`config.mk`:
```
export PLATFORM = sky130hd
export DESIGN_NAME = alu_cmp_stream
export DESIGN_NICKNAME = d
export VERILOG_FILES = /design/src/rtl/alu_pkg.sv /design/src/rtl/alu_cmp_fifo.sv /design/src/rtl/alu_cmp_stream.sv
export SDC_FILE = /design/constraint.sdc
export NUM_CORES = 1
export LEC_CHECK = 0
export BUFFER_PORTS_ARGS = -buffer_cell sky130_fd_sc_hd__buf_2
export CORE_ASPECT_RATIO = 1.1
export CORE_MARGIN = 1.5
export CORE_UTILIZATION = 40
export CTS_BUF_LIST = sky130_fd_sc_hd__clkbuf_4 sky130_fd_sc_hd__clkbuf_8 sky130_fd_sc_hd__clkbuf_16
export CTS_CLUSTER_SIZE = 16
export DETAILED_ROUTE_END_ITERATION = 10
export GPL_TIMING_DRIVEN = 0
export PLACE_DENSITY = 0.62
export SETUP_SLACK_MARGIN = 0.2
export SLEW_MARGIN = 20
export SYNTH_ARGS = -nofsm -noshare
export SYNTH_HDL_FRONTEND = slang
export SYNTH_SLANG_ARGS = --single-unit
```
`constraint.sdc`:
```
create_clock -name clock -period 7.7 [get_ports clock]
set_clock_uncertainty 0.2 [all_clocks]
set_input_delay 2.31 -clock clock [delete_from_list [all_inputs] [get_ports clock]]
set_output_delay 2.31 -clock clock [all_outputs]
set_load 0.005 [all_outputs]
```
`src/rtl/alu_pkg.sv`:
```
// Shared types and constants for the ALU compare path.
package alu_pkg;

  // Compare opcode; the 2-bit encoding is fully decoded, so no illegal values exist.
  typedef enum logic [1:0] {
    CMP_EQ = 2'd0,
    CMP_NE = 2'd1,
    CMP_LT = 2'd2,
    CMP_GT = 2'd3
  } cmp_op_t;

  localparam int ALU_WIDTH = 6;

endpackage

```
`src/rtl/alu_cmp_fifo.sv`:
```
// Small first-word-fall-through result FIFO for the compare stream.
// The head is read combinationally so a result is visible the cycle after it is pushed.
module alu_cmp_fifo
#(
  parameter int WIDTH = 6,
  parameter int DEPTH = 4
)
(
  input  logic                     clock,
  input  logic                     reset_n,
  input  logic                     push,
  input  logic [WIDTH-1:0]         push_data,
  input  logic                     pop,
  output logic [WIDTH-1:0]         head,
  output logic [$clog2(DEPTH):0]   count,
  output logic                     empty
);

  localparam int AW = $clog2(DEPTH);
  localparam logic [AW:0] FULL_COUNT = (AW+1)'(DEPTH);

  logic [WIDTH-1:0] mem_reg [DEPTH];
  logic [AW-1:0]    wr_ptr_reg;
  logic [AW-1:0]    rd_ptr_reg;
  logic [AW:0]      count_reg;
  logic [AW:0]      count_next;
  logic             full;
  logic             push_en;
  logic             pop_en;

  assign empty = (count_reg == '0);
  assign full  = (count_reg == FULL_COUNT);

  // A push into a full FIFO is only taken when the head leaves in the same cycle;
  // a pop on an empty FIFO is ignored.
  assign push_en = push && (!full || pop);
  assign pop_en  = pop && !empty;

  // Occupancy bookkeeping; simultaneous push and pop leaves the count unchanged.
  always_comb begin
    count_next = count_reg;
    case ({push_en, pop_en})
      2'b10:   count_next = count_reg + (AW+1)'(1);
      2'b01:   count_next = count_reg - (AW+1)'(1);
      default: count_next = count_reg;
    endcase
  end

  // Pointer and count registers; pointers wrap naturally because DEPTH is a power of two.
  always_ff @(posedge clock) begin
    if (!reset_n) begin
      wr_ptr_reg <= '0;
      rd_ptr_reg <= '0;
      count_reg  <= '0;
    end else begin
      if (push_en) wr_ptr_reg <= wr_ptr_reg + AW'(1);
      if (pop_en)  rd_ptr_reg <= rd_ptr_reg + AW'(1);
      count_reg <= count_next;
    end
  end

  // Storage array; contents need no reset because the head is only trusted when not empty.
  always_ff @(posedge clock) begin
    if (push_en) mem_reg[wr_ptr_reg] <= push_data;
  end

  assign head  = mem_reg[rd_ptr_reg];
  assign count = count_reg;

endmodule

```
`src/rtl/alu_cmp_stream.sv`:
```
// Streaming compare engine: registers one EQ/NE/LT/GT result per accepted request,
// buffers results in a FIFO, and counts true results for debug.
module alu_cmp_stream
  import alu_pkg::*;
#(
  parameter int WIDTH = ALU_WIDTH,
  parameter int DEPTH = 4,
  parameter int CNT_W = 8
)
(
  input  logic             clock,
  input  logic             reset_n,
  input  logic             in_valid,
  output logic             in_ready,
  input  logic [1:0]       in_op,
  input  logic [WIDTH-1:0] A,
  input  logic [WIDTH-1:0] B,
  output logic             out_valid,
  input  logic             out_ready,
  output logic [WIDTH-1:0] result,
  output logic [CNT_W-1:0] true_count,
  input  logic             clear_count
);

  localparam int AW = $clog2(DEPTH);

  logic             cmp_true;
  logic             accept;
  logic             pop;
  logic             s1_valid_reg;
  logic [WIDTH-1:0] s1_res_reg;
  logic [AW:0]      fifo_count;
  logic             fifo_empty;
  logic [WIDTH-1:0] fifo_head;
  logic [AW+1:0]    occupancy;
  logic [CNT_W-1:0] true_count_reg;

  // Unsigned compare of the presented operands, selected by opcode.
  always_comb begin
    cmp_true = 1'b0;
    case (cmp_op_t'(in_op))
      CMP_EQ:  cmp_true = (A == B);
      CMP_NE:  cmp_true = (A != B);
      CMP_LT:  cmp_true = (A < B);
      CMP_GT:  cmp_true = (A > B);
      default: cmp_true = 1'b0;
    endcase
  end

  // Credit check counts the result in flight in stage 1 so its FIFO push can never
  // overflow; it depends on registers only.
  assign occupancy = {1'b0, fifo_count} + (AW+2)'(s1_valid_reg);
  assign in_ready  = (occupancy < (AW+2)'(DEPTH));
  assign accept    = in_valid && in_ready;

  // Stage 1: capture the zero-extended compare result of an accepted request.
  always_ff @(posedge clock) begin
    if (!reset_n) begin
      s1_valid_reg <= 1'b0;
      s1_res_reg   <= '0;
    end else begin
      s1_valid_reg <= accept;
      if (accept) s1_res_reg <= WIDTH'(cmp_true);
    end
  end

  alu_cmp_fifo #(
    .WIDTH (WIDTH),
    .DEPTH (DEPTH)
  ) u_fifo (
    .clock     (clock),
    .reset_n   (reset_n),
    .push      (s1_valid_reg),
    .push_data (s1_res_reg),
    .pop       (pop),
    .head      (fifo_head),
    .count     (fifo_count),
    .empty     (fifo_empty)
  );

  assign out_valid = !fifo_empty;
  assign pop       = out_valid && out_ready;
  assign result    = fifo_empty ? '0 : fifo_head;

  // Saturating count of true results entering the FIFO; clear wins over increment.
  always_ff @(posedge clock) begin
    if (!reset_n || clear_count) begin
      true_count_reg <= '0;
    end else if (s1_valid_reg && s1_res_reg[0] && (true_count_reg != '1)) begin
      true_count_reg <= true_count_reg + CNT_W'(1);
    end
  end

  assign true_count = true_count_reg;

endmodule

```
==> key figures, run 1 <==
Synth
  – Synth Flop Type: dfxtp_1
  – Mapped Cells: ~130
  – Synth Area per Inst: approximately 9.6 um2
  – Top-count cell post-synth: dfxtp_1
  – Sequential area share after synthesis: 38.9%
  – Yosys reg bits: 23
  – EDFF count, synth: 4
  – Mapped Area: about 1300 um2
  – Fraction of registers with async set/reset: 0%
  – Yosys cell types: 40
  – Yosys top cell by area: dfxtp_1
  – Synth top cells by count: dfxtp_1 (19), inv_1 (16), ha_1 (12)
  – Synth area leaders: dfxtp_1 (30%), ha_1 (12%), edfxtp_1 (9.3%)
  – Yosys warning count: 0
  – Post-synth top area share: between 20% and 30%

Place
  – # port buffers: 29
  – HPWL after DPL: 1670 um
  – Placed Area: ~1500 um2
  – Worst slack, placed: roughly 3.2 ns
  – GP Congestion: 0.724

Floorplan
  – Core area: 3050 um2
  – Die area: between 3000 and 4000 um2
  – Chip width: roughly 57 um
  – I/O Pins: 35
  – Die height: 62.5 um
  – Row count: 21
  – Initial core utilization: between 40% and 50%

Route
  – Via density: roughly 4.8
  – Wire per inst: between 10 and 15 um
  – TritonRoute pass-1 iters: 4
  – Antenna-violating nets left: 0
  – Drt total wl: 2120 um
  – # DRC: 0
  – Vias: 984
  – DRC marker count from the first detailed-route iteration: 41

GRT
  – First-pass GRT wire length: around 3900 um
  – Overall Global Routing Usage: 13.3%
  – Largest net degree at the start of global routing: 13
  – Gr ovfl total: 0
  – Vias in the first global route: a little under 1,000
  – Initial antenna violation count: 0

Timing
  – Max Freq: 0.242 GHz
  – Tcrit/Tclk final: a little over half
  – Fin crit period: about 4.1 ns
  – Setup TNS Final: 0 ns
  – RSZ-0062 raised after global routing: no
  – Minimum hold slack: 0.323 ns
  – Final slew viol count: 0
  – Fin worst setup slack: between 3 and 4 ns
  – Final hold vios: 0
  – Final Setup Violations: 0

Finish
  – Share of layout cells above drive strength 1: between 20% and 30%
  – ANT cells: 0
  – Max FFs per register: 8
  – Layout Cell Area excl Fill: ~1500 um2
  – Syn-to-layout area delta: 18.1%
  – Fill cells: 292
  – Layout Nets: ~200

Power
  – IR drop worst, VDD: about 110 uV
  – Lkg Pwr: 0.699 nW
  – Power Density: 208 nW/um2
  – Total power: around 0.00032 W

Clock tree
  – Root buffer cell: clkbuf_4
  – Sink Count: 23
  – Cts bufs inserted: 3
  – Worst-path clk slew: ~0.12 ns
  – Post_cts resized: 0
  – H-tree depth: 1
  – Post CTS Setup Buffer Count: 0
  – Hold buffers post-CTS: 0
  – Clk Latency, worst-skew pair: a little over 0.3 ns
  – CTS tree: built
  – CTS Buffer Depth: 2

Setup path
  – Nature of the critical path startpoint: primary input
  – WP data required: just under 8 ns
  – Worst Path Arrival: 4.18 ns
  – Crit Path Category: in -> reg
  – CP max FO: 7
  – Crit end category: flop

Job
  – Max_cap viols: 0

Status
  – Outcome: finished clean

Hold path
  – Hold Path Class: reg -> reg
layer usage:
| layer | global-route usage (%) | routed length [um] | vias to the layer above | part of all wire, % |
|---|---|---|---|---|
| met2 | 23.4 | 1020 | 30 | 48 |
| li1 | - | - | 512 | - |
| met4 | 5.23 | 38 | 0 | 1.8 |
| met5 | 0 | 0 | - | 0 |
| met1 | 16.1 | 942 | 438 | 45 |
| met3 | 1.66 | 114 | 4 | 5.4 |
per-stage QoR:
step                utilization (%)  std cells
finish                         49.8        205
detailed placement             48.9        201
floorplan                         -        138
CTS                            49.8        205
global placement               48.9        201
global route                   49.8        205
path summary, 6_finish.rpt:
check	cells after the start	slack, ns	startpoint	to
worst min-delay path	2	0.32	true_count[6]	true_count[6]
worst min register to register	2	0.32	true_count[6]	true_count[6]
worst max-delay path	9	3.56	out_ready	u_fifo.count[2]
worst max register to register	9	5.09	u_fifo.count[2]	u_fifo.count[2]
placed cells by master (no fill, tap or decap), types with 2 or more instances in the layout:
cell type,synthesis,routed
nand4_1,2,2
o21bai_1,2,2
xnor2_1,7,7
mux2i_1,2,2
inv_1,16,16
and2_1,11,11
a21oi_1,3,3
ha_1,12,12
edfxtp_1,4,4
conb_1,1,5
dfxtp_1,19,19
a31oi_1,2,2
nand2_1,5,5
o21ai_0,3,3
clkbuf_4,0,4
and3_1,4,4
buf_2,0,29
buf_4,5,5
nor2_1,10,10
xor2_1,4,4
cell type report:
type	instances	area, um2	area share, %
multi-input cells	92	696	45.8
plain buffers	7	45.0	2.97
flip-flops and latches	23	500	32.9
well taps	34	42.5	2.80
clock buffers	4	30.0	1.98
inverters	16	60.1	3.95
repair buffers	29	145	9.56
cells by family after synthesis:
kind of cell	after synthesis	synth area share (%)
buffers and inverters	23	8.17
AOI/OAI and AO/OA	16	9.05
xor gates and xnor gates	11	7.49
DFF	23	38.9
and+or+nand+nor	44	19.6
muxes	3	3.31
other	1	0.292
adders and majority gates	13	13.2
report_power, final:
group          leakage [nW]  internal, W  switching (W)
registers             0.191     0.000139      0.0000157
logic                 0.489    0.0000567      0.0000456
clock network        0.0184    0.0000238      0.0000352
total                 0.699     0.000220      0.0000965
worst max-delay path: stages:
cell      delay (ns)
buf_2           0.10
o41a_2          0.44
inv_1           0.08
ha_1            0.18
inv_1           0.06
fa_1            0.38
xor2_1          0.16
or3_1           0.30
a21boi_0        0.17
Note: power is estimated with default switching activity, not from simulation.
==> inputs of run 2 (changes only) <==
--- a/config.mk
+++ b/config.mk
@@ -5,6 +5,7 @@
 export SDC_FILE = /design/constraint.sdc
 export NUM_CORES = 1
 export LEC_CHECK = 0
+export ABC_AREA = 1
 export BUFFER_PORTS_ARGS = -buffer_cell sky130_fd_sc_hd__buf_2
 export CORE_ASPECT_RATIO = 1.1
 export CORE_MARGIN = 1.5
@@ -13,7 +14,7 @@
 export CTS_CLUSTER_SIZE = 16
 export DETAILED_ROUTE_END_ITERATION = 10
 export GPL_TIMING_DRIVEN = 0
-export PLACE_DENSITY = 0.62
+export PLACE_DENSITY = 0.61
 export SETUP_SLACK_MARGIN = 0.2
 export SLEW_MARGIN = 20
 export SYNTH_ARGS = -nofsm -noshare
==> constraint.sdc (replaced) <==
create_clock -name clock -period 3.9 [get_ports clock]
set_clock_uncertainty 0.2 [all_clocks]
set_input_delay 1.17 -clock clock [delete_from_list [all_inputs] [get_ports clock]]
set_output_delay 1.17 -clock clock [all_outputs]
set_load 0.005 [all_outputs]
==> key figures, run 2 <==
GRT
  – First-pass GRT wire length: 4160 um (was 3860 um)
  – Overall Global Routing Usage: 14.3% (was 13.3%)
  – Largest net degree at the start of global routing: 13 (unchanged)
  – Gr ovfl total: 0 (unchanged)
  – Vias in the first global route: 1,037 (was 977)
  – Initial antenna violation count: 0 (unchanged)

Power
  – Lkg Pwr: 0.819 nW (was 0.699 nW)
  – Logic gate share of total power: 33.2% (was 32.3%)
  – Total power: 0.000629 W (was 0.000316 W)
  – Sw frac: 35.1% (was 30.5%)
  – Flop pwr share: 47.8% (was 49.0%)
  – Clk pwr share: 19.0% (was 18.6%)
  – IR drop worst, VDD: 162 uV (was 108 uV)
  – P_sw: 0.000221 W (was 0.0000965 W)
  – Internal power: 0.000408 W (was 0.000220 W)
  – Power Density: 399 nW/um2 (was 208 nW/um2)

Floorplan
  – Core area: 3130 um2 (was 3050 um2)
  – I/O Pins: 35 (unchanged)
  – Initial core utilization: 43.0% (was 42.2%)
  – Chip width: 58.3 um (was 57.1 um)
  – Row count: 21 (unchanged)
  – Die area: 3720 um2 (was 3570 um2)
  – Die height: 63.8 um (was 62.5 um)

Clock tree
  – Post CTS Setup Buffer Count: 0 (unchanged)
  – Clk Latency, worst-skew pair: 0.32 ns (was 0.31 ns)
  – Worst-path clk slew: 0.12 ns (about the same)
  – Sink Count: 23 (unchanged)
  – Hold buffers post-CTS: 0 (unchanged)
  – Root buffer cell: clkbuf_4 (unchanged)
  – H-tree depth: 1 (unchanged)
  – CTS tree: built (unchanged)
  – Cts bufs inserted: 3 (unchanged)
  – CTS Buffer Depth: 2 (unchanged)
  – Post_cts resized: 0 (unchanged)

Finish
  – Layout Nets: 252 (was 204)
  – Multi-input logic area: 668 um2 (was 696 um2)
  – Fill cells: 323 (was 292)
  – Syn-to-layout area delta: 17.3% (was 18.1%)
  – Most common cell after layout, fill and taps aside: inv_1 (was buf_2)
  – Register Area: 500 um2 (unchanged)
  – Max FFs per register: 8 (unchanged)
  – Share of layout cells above drive strength 1: 19.6% (was 27.5%)
  – Most frequent cells in the layout: inv_1 (39), nand2_1 (32), buf_2 (29) (was buf_2 (29), dfxtp_1 (19), inv_1 (16))
  – ANT cells: 0 (unchanged)

Synth
  – Top-count cell post-synth: inv_1 (was dfxtp_1)
  – Synth Area per Inst: 7.38 um2 (was 9.60 um2)
  – Fraction of registers with async set/reset: 0% (unchanged)
  – Yosys warning count: 0 (unchanged)
  – Yosys top cell by area: dfxtp_1 (unchanged)
  – Sequential area share after synthesis: 37.2% (was 38.9%)
  – Synth Flop Type: dfxtp_1 (unchanged)
  – Yosys reg bits: 23 (unchanged)
  – Mapped Cells: 182 (was 134)
  – Synth area leaders: dfxtp_1 (28%), ha_1 (11%), inv_1 (11%) (was dfxtp_1 (30%), ha_1 (12%), edfxtp_1 (9.3%))
  – EDFF count, synth: 4 (unchanged)
  – Post-synth top area share: 28.3% (was 29.6%)
  – Yosys cell types: 24 (was 40)
  – Mapped Area: 1340 um2 (was 1290 um2)
  – Synth top cells by count: inv_1 (39), nand2_1 (32), dfxtp_1 (19), nor2_1 (19) (was dfxtp_1 (19), inv_1 (16), ha_1 (12))

Route
  – Vias: 1,172 (was 984)
  – WL met2: 1140 um (was 1020 um)
  – Via density: 4.63 (was 4.80)
  – Highest routed layer: met4 (unchanged)
  – Met1 wire length: 1030 um (was 942 um)
  – # DRC: 0 (unchanged)
  – Drt total wl: 2330 um (was 2120 um)
  – Met3 wire len: 101 um (was 114 um)
  – Wire per inst: 9.23 um (was 10.3 um)
  – TritonRoute pass-1 iters: 4 (unchanged)
  – Antenna-violating nets left: 0 (unchanged)
  – DRC marker count from the first detailed-route iteration: 36 (was 41)

Timing
  – RSZ-0062 raised after global routing: no (unchanged)
  – Max Freq: about 0.37 GHz
  – Final hold vios: 0 (unchanged)
  – Setup TNS Final: 0 ns (unchanged)
  – Fin crit period: between 2 and 3 ns
  – Fin worst setup slack: 1.19 ns (was 3.56 ns)
  – Tcrit/Tclk final: 69.5%
  – Final slew viol count: 0 (unchanged)
  – Final Setup Violations: 0 (unchanged)
  – Minimum hold slack: 0.292 ns (was 0.323 ns)

Setup path
  – Worst Path Arrival: 2.73 ns (was 4.18 ns)
  – Crit Path Category: in -> reg (unchanged)
  – WP data required: 3.92 ns (was 7.74 ns)
  – Worst reg2reg path startpoint: u_fifo.count[0] (was u_fifo.count[2])
  – CP delay by family, top: adder cells (was compound AO/OA/AOI/OAI gates)
  – R2R cell count: 10 (was 9)
  – Nature of the critical path startpoint: primary input (unchanged)
  – Worst path depth: 11 (was 9)
  – CP max-delay cell: fa_1 (was o41a_2)
  – CP max FO: 9 (was 7)
  – Crit end category: flop (unchanged)
  – Buf/Inv on CP: 3 (unchanged)
  – Crit. Startpoint: out_ready (unchanged)
  – Crit-path cells: buf_2, inv_1, nand3_1, nand2_1, ha_1, inv_1, fa_1, a21oi_1, o21ai_0, o21ai_0, a21oi_1 (was buf_2, o41a_2, inv_1, ha_1, inv_1, fa_1, xor2_1, or3_1, a21boi_0)
  – Slowest stage delay, CP: 0.38 ns (was 0.44 ns)

Hold path
  – Hold Path Class: reg -> reg (unchanged)
  – Min-delay src: u_fifo.rd_ptr_reg[1] (was true_count[6])
  – Hold Path Depth: 2 (unchanged)

Place
  – Worst slack, placed: 0.843 ns (was 3.23 ns)
  – HPWL after DPL: 1900 um (was 1670 um)
  – # port buffers: 29 (unchanged)
  – GP Congestion: 0.760 (was 0.724)

Status
  – Outcome: finished clean (unchanged)

Job
  – Max_cap viols: 0 (unchanged)
## run 2: cell count changes after synthesis, sizes merged, moves of 6 or more
cell   before  now
nand2       6   33
and2       13    0
a21oi       3   13
xnor2       7    1
nand3       2    9
nor2       10   20
inv        16   40
o21ai       3   13
## run 2: layout make-up
class | count | area share (%)
Clock buffer | 4 | 1.90
Tap cell | 34 | 2.70
Timing Repair Buffer | 29 | 9.21
Inverter | 40 | 9.68
Sequential cell | 23 | 31.7
Buffer | 5 | 2.38
Multi-Input combinational cell | 118 | 42.4
## run 2: kinds of logic (layout without fill, tap and decap cells)
logic type | Yosys count | in the layout | share of synthesized area [%]
adders and majority gates | 13 | 13 | 12.7
xor gates and xnor gates | 3 | 3 | 1.96
other | 1 | 5 | 0.279
AOI/OAI and AO/OA | 27 | 27 | 10.2
buffers and inverters | 45 | 78 | 14.2
DFF | 23 | 23 | 37.2
and+or+nand+nor | 70 | 70 | 23.5
## run 2: power by group through the flow
stage                     Sequential [W]  Clock (W)  Combinational, W
after CTS                       0.000302   0.000123          0.000210
after global placement          0.000305          0          0.000200
after detailed placement        0.000307          0          0.000208
final                           0.000301   0.000119          0.000209
after floorplan                 0.000300          0          0.000149
after global routing            0.000305   0.000134          0.000248
## run 2: path summary, 6_finish.rpt
| kind | to | slack, ns |
|---|---|---|
| setup / recovery | u_fifo.count[2] | 1.19 |
| hold / removal | u_fifo.rd_ptr_reg[1] | 0.29 |
| setup reg to reg | u_fifo.count[2] | 1.72 |
| hold reg to reg | u_fifo.rd_ptr_reg[1] | 0.29 |
## run 2: worst register-to-register path: cells and delay by family (launching register included)
| family | cells | cell delay (ns) |
|---|---|---|
| fa+ha+maj | 2 | 0.58 |
| compound gates | 4 | 0.45 |
| simple gates | 3 | 0.43 |
| flops | 1 | 0.35 |
| buf+inv | 1 | 0.07 |
## run 2: layer usage
layer,global-route usage (%),vias to the layer above
met3,2.23,5
met4,7.85,0
met2,23.7,34
li1,-,633
met1,17.4,500
met5,0,-
## run 2: per-stage QoR
stage | area (um2) | utilization [%] | cells
floorplan | 1360 | - | 186
global placement | 1550 | 49.5 | 249
detailed placement | 1550 | 49.5 | 249
CTS | 1580 | 50.4 | 253
global route | 1580 | 50.4 | 253
finish | 1580 | 50.4 | 253
==> inputs of run 3 (changes only) <==
--- a/config.mk
+++ b/config.mk
@@ -14,7 +14,7 @@
 export CTS_CLUSTER_SIZE = 16
 export DETAILED_ROUTE_END_ITERATION = 10
 export GPL_TIMING_DRIVEN = 0
-export PLACE_DENSITY = 0.61
+export PLACE_DENSITY = 0.64
 export SETUP_SLACK_MARGIN = 0.2
 export SLEW_MARGIN = 20
 export SYNTH_ARGS = -nofsm -noshare
==> constraint.sdc (replaced) <==
create_clock -name clock -period 2.2 [get_ports clock]
set_clock_uncertainty 0.2 [all_clocks]
set_input_delay 0.66 -clock clock [delete_from_list [all_inputs] [get_ports clock]]
set_output_delay 0.66 -clock clock [all_outputs]
set_load 0.005 [all_outputs]
==> key figures, run 3 (synthesis gave the netlist of run 2 again) <==
Timing
  – Final Setup Violations: 0 (unchanged)
  – Final hold vios: 0 (unchanged)
  – Max Freq: 0.498 GHz
  – Fin crit period: approximately 2.0 ns
  – Final slew viol count: 0 (unchanged)
  – Minimum hold slack: 0.282 ns (was 0.292 ns)
  – Setup TNS Final: 0 ns (unchanged)
  – RSZ-0062 raised after global routing: yes (was no)
  – Tcrit/Tclk final: roughly nine tenths

Setup path
  – Buf/Inv on CP: 2 (was 3)
  – CP max-delay cell: dfxtp_1 (was fa_1)
  – Worst Path Arrival: 1.15 ns (was 2.73 ns)
  – Nature of the critical path startpoint: flop (was primary input)
  – Crit Path Category: reg -> out (was in -> reg)
  – Worst path depth: 4 (was 11)
  – WP data required: 1.34 ns (was 3.92 ns)
  – Crit-path cells: nand3_1, nand2_1, inv_1, buf_2 (was buf_2, inv_1, nand3_1, nand2_1, ha_1, inv_1, fa_1, a21oi_1, o21ai_0, o21ai_0, a21oi_1)
  – CP max FO: 3 (was 9)
  – CP delay by family, top: flip-flops (was adder cells)
  – R2R cell count: 11 (was 10)
  – Crit end category: output pin (was flop)
  – Slowest stage delay, CP: 0.49 ns (was 0.38 ns)
  – Crit. Startpoint: s1_valid_reg (was out_ready)
  – Worst reg2reg path startpoint: u_fifo.count[0] (unchanged)

Job
  – Max_cap viols: 0 (unchanged)

Clock tree
  – Clk Latency, worst-skew pair: 0.32 ns (about the same)
  – Hold buffers post-CTS: 0 (unchanged)
  – H-tree depth: 1 (unchanged)
  – Sink Count: 23 (unchanged)
  – Worst-path clk slew: 0.12 ns (about the same)
  – Cts bufs inserted: 3 (unchanged)
  – Root buffer cell: clkbuf_4 (unchanged)
  – CTS tree: built (unchanged)
  – CTS Buffer Depth: 2 (unchanged)

Place
  – HPWL after DPL: 1820 um (was 1900 um)
  – Placed Area: 1600 um2 (was 1550 um2)
  – GP Congestion: 0.760 (about the same)
  – # port buffers: 29 (unchanged)
  – Placed Instances: 249 (unchanged)

Floorplan
  – Chip width: 58.3 um (unchanged)
  – Die area: 3720 um2 (unchanged)
  – Die height: 63.8 um (unchanged)
  – I/O Pins: 35 (unchanged)
  – Core area: 3130 um2 (unchanged)
  – Initial core utilization: 43.0% (unchanged)
  – Row count: 21 (unchanged)

Finish
  – Syn-to-layout area delta: 27.2% (was 17.3%)
  – Layout Nets: 257 (was 252)
  – Most frequent cells in the layout: inv_1 (35), nand2_1 (30), buf_2 (29) (was inv_1 (39), nand2_1 (32), buf_2 (29))
  – Finished Layout Cells: 258 (was 253)
  – Share of layout cells above drive strength 1: 29.0% (was 19.6%)
  – Multi-input logic area: 737 um2 (was 668 um2)
  – Layout Cell Area excl Fill: 1710 um2 (was 1580 um2)
  – Fill cells: 306 (was 323)
  – Register Area: 508 um2 (was 500 um2)
  – Max FFs per register: 8 (unchanged)
  – Most common cell after layout, fill and taps aside: inv_1 (unchanged)
  – ANT cells: 0 (unchanged)

Hold path
  – Hold Path Depth: 2 (unchanged)
  – Hold Path Class: reg -> reg (unchanged)
  – Min-delay src: u_fifo.rd_ptr_reg[1] (unchanged)

Power
  – Lkg Pwr: 0.854 nW (was 0.819 nW)
  – IR drop worst, VDD: 441 uV (was 162 uV)
  – Total power: 0.00132 W (was 0.000629 W)
  – Power Density: 771 nW/um2 (was 399 nW/um2)

Route
  – DRC marker count from the first detailed-route iteration: 16 (was 36)
  – # DRC: 0 (unchanged)
  – Vias: 1,183 (was 1,172)
  – Via density: 4.59 (was 4.63)
  – Antenna-violating nets left: 0 (unchanged)
  – Drt total wl: 2410 um (was 2330 um)
  – Wire per inst: 9.36 um (was 9.23 um)
  – TritonRoute pass-1 iters: 4 (unchanged)

GRT
  – Initial antenna violation count: 0 (unchanged)
  – First-pass GRT wire length: 4220 um (was 4160 um)
  – Overall Global Routing Usage: 14.5% (was 14.3%)
  – Largest net degree at the start of global routing: 13 (unchanged)
  – Vias in the first global route: 1,055 (was 1,037)
  – Gr ovfl total: 0 (unchanged)

Status
  – Outcome: finished clean (unchanged)
==> run 3: cell types whose count changed in the layout (fill, tap and decap cells not counted), sizes merged <==
cell	before	now
buf	34	39
==> run 3: final timing paths <==
check,to,slack (ns)
setup / recovery,in_ready,0.19
hold / removal,u_fifo.rd_ptr_reg[1],0.28
setup reg to reg,u_fifo.count[2],0.26
hold reg to reg,u_fifo.rd_ptr_reg[1],0.28
==> run 3: per-stage QoR <==
step                      worst slack (ns)  util (%)
after global routing                0.0950      54.7
final                                0.192      54.7
after global placement              -0.116      51.1
after detailed placement            -0.130      51.1
after CTS                            0.182      52.7
after floorplan                      0.121         -
==> run 3: power breakdown <==
group          internal, W  switching [W]  total [W]
Sequential        0.000503      0.0000546   0.000557
Clock            0.0000834       0.000130   0.000213
Combinational     0.000257       0.000290   0.000548
==> run 3: area by class of cell <==
| type | count | area share, % |
|---|---|---|
| inverters | 40 | 9.81 |
| clock buffers | 4 | 1.76 |
| plain buffers | 5 | 2.20 |
| flip-flops and latches | 23 | 29.7 |
| well taps | 34 | 2.49 |
| repair buffers | 34 | 10.9 |
| multi-input cells | 118 | 43.1 |
==> run 3: metal layers <==
metal  global-route usage [%]  wire length, um  share of wire [%]  vias to the layer above
met5                        0                0                  0                        -
met4                     7.85               70                2.9                        0
met3                     2.43              125                5.2                        5
met2                     24.3             1100                 46                       29
met1                     17.3             1120                 46                      506
li1                         -                -                  -                      643
==> run 3: timing repair <==
| item | 4_1_cts | 5_1_grt |
|---|---|---|
| pin swaps | 2 | 7 |
| gates resized for setup | 3 | 13 |
| setup endpoints to repair | 3 | 3 |
| buffers inserted | 2 | 3 |
==> run 3: worst min-delay path: cells and delay by family, from the launching register on <==
family                 cells  cell delay (ns)
AOI/OAI and AO/OA          1             0.07
buffers and inverters      1             0.06
DFF                        1             0.32
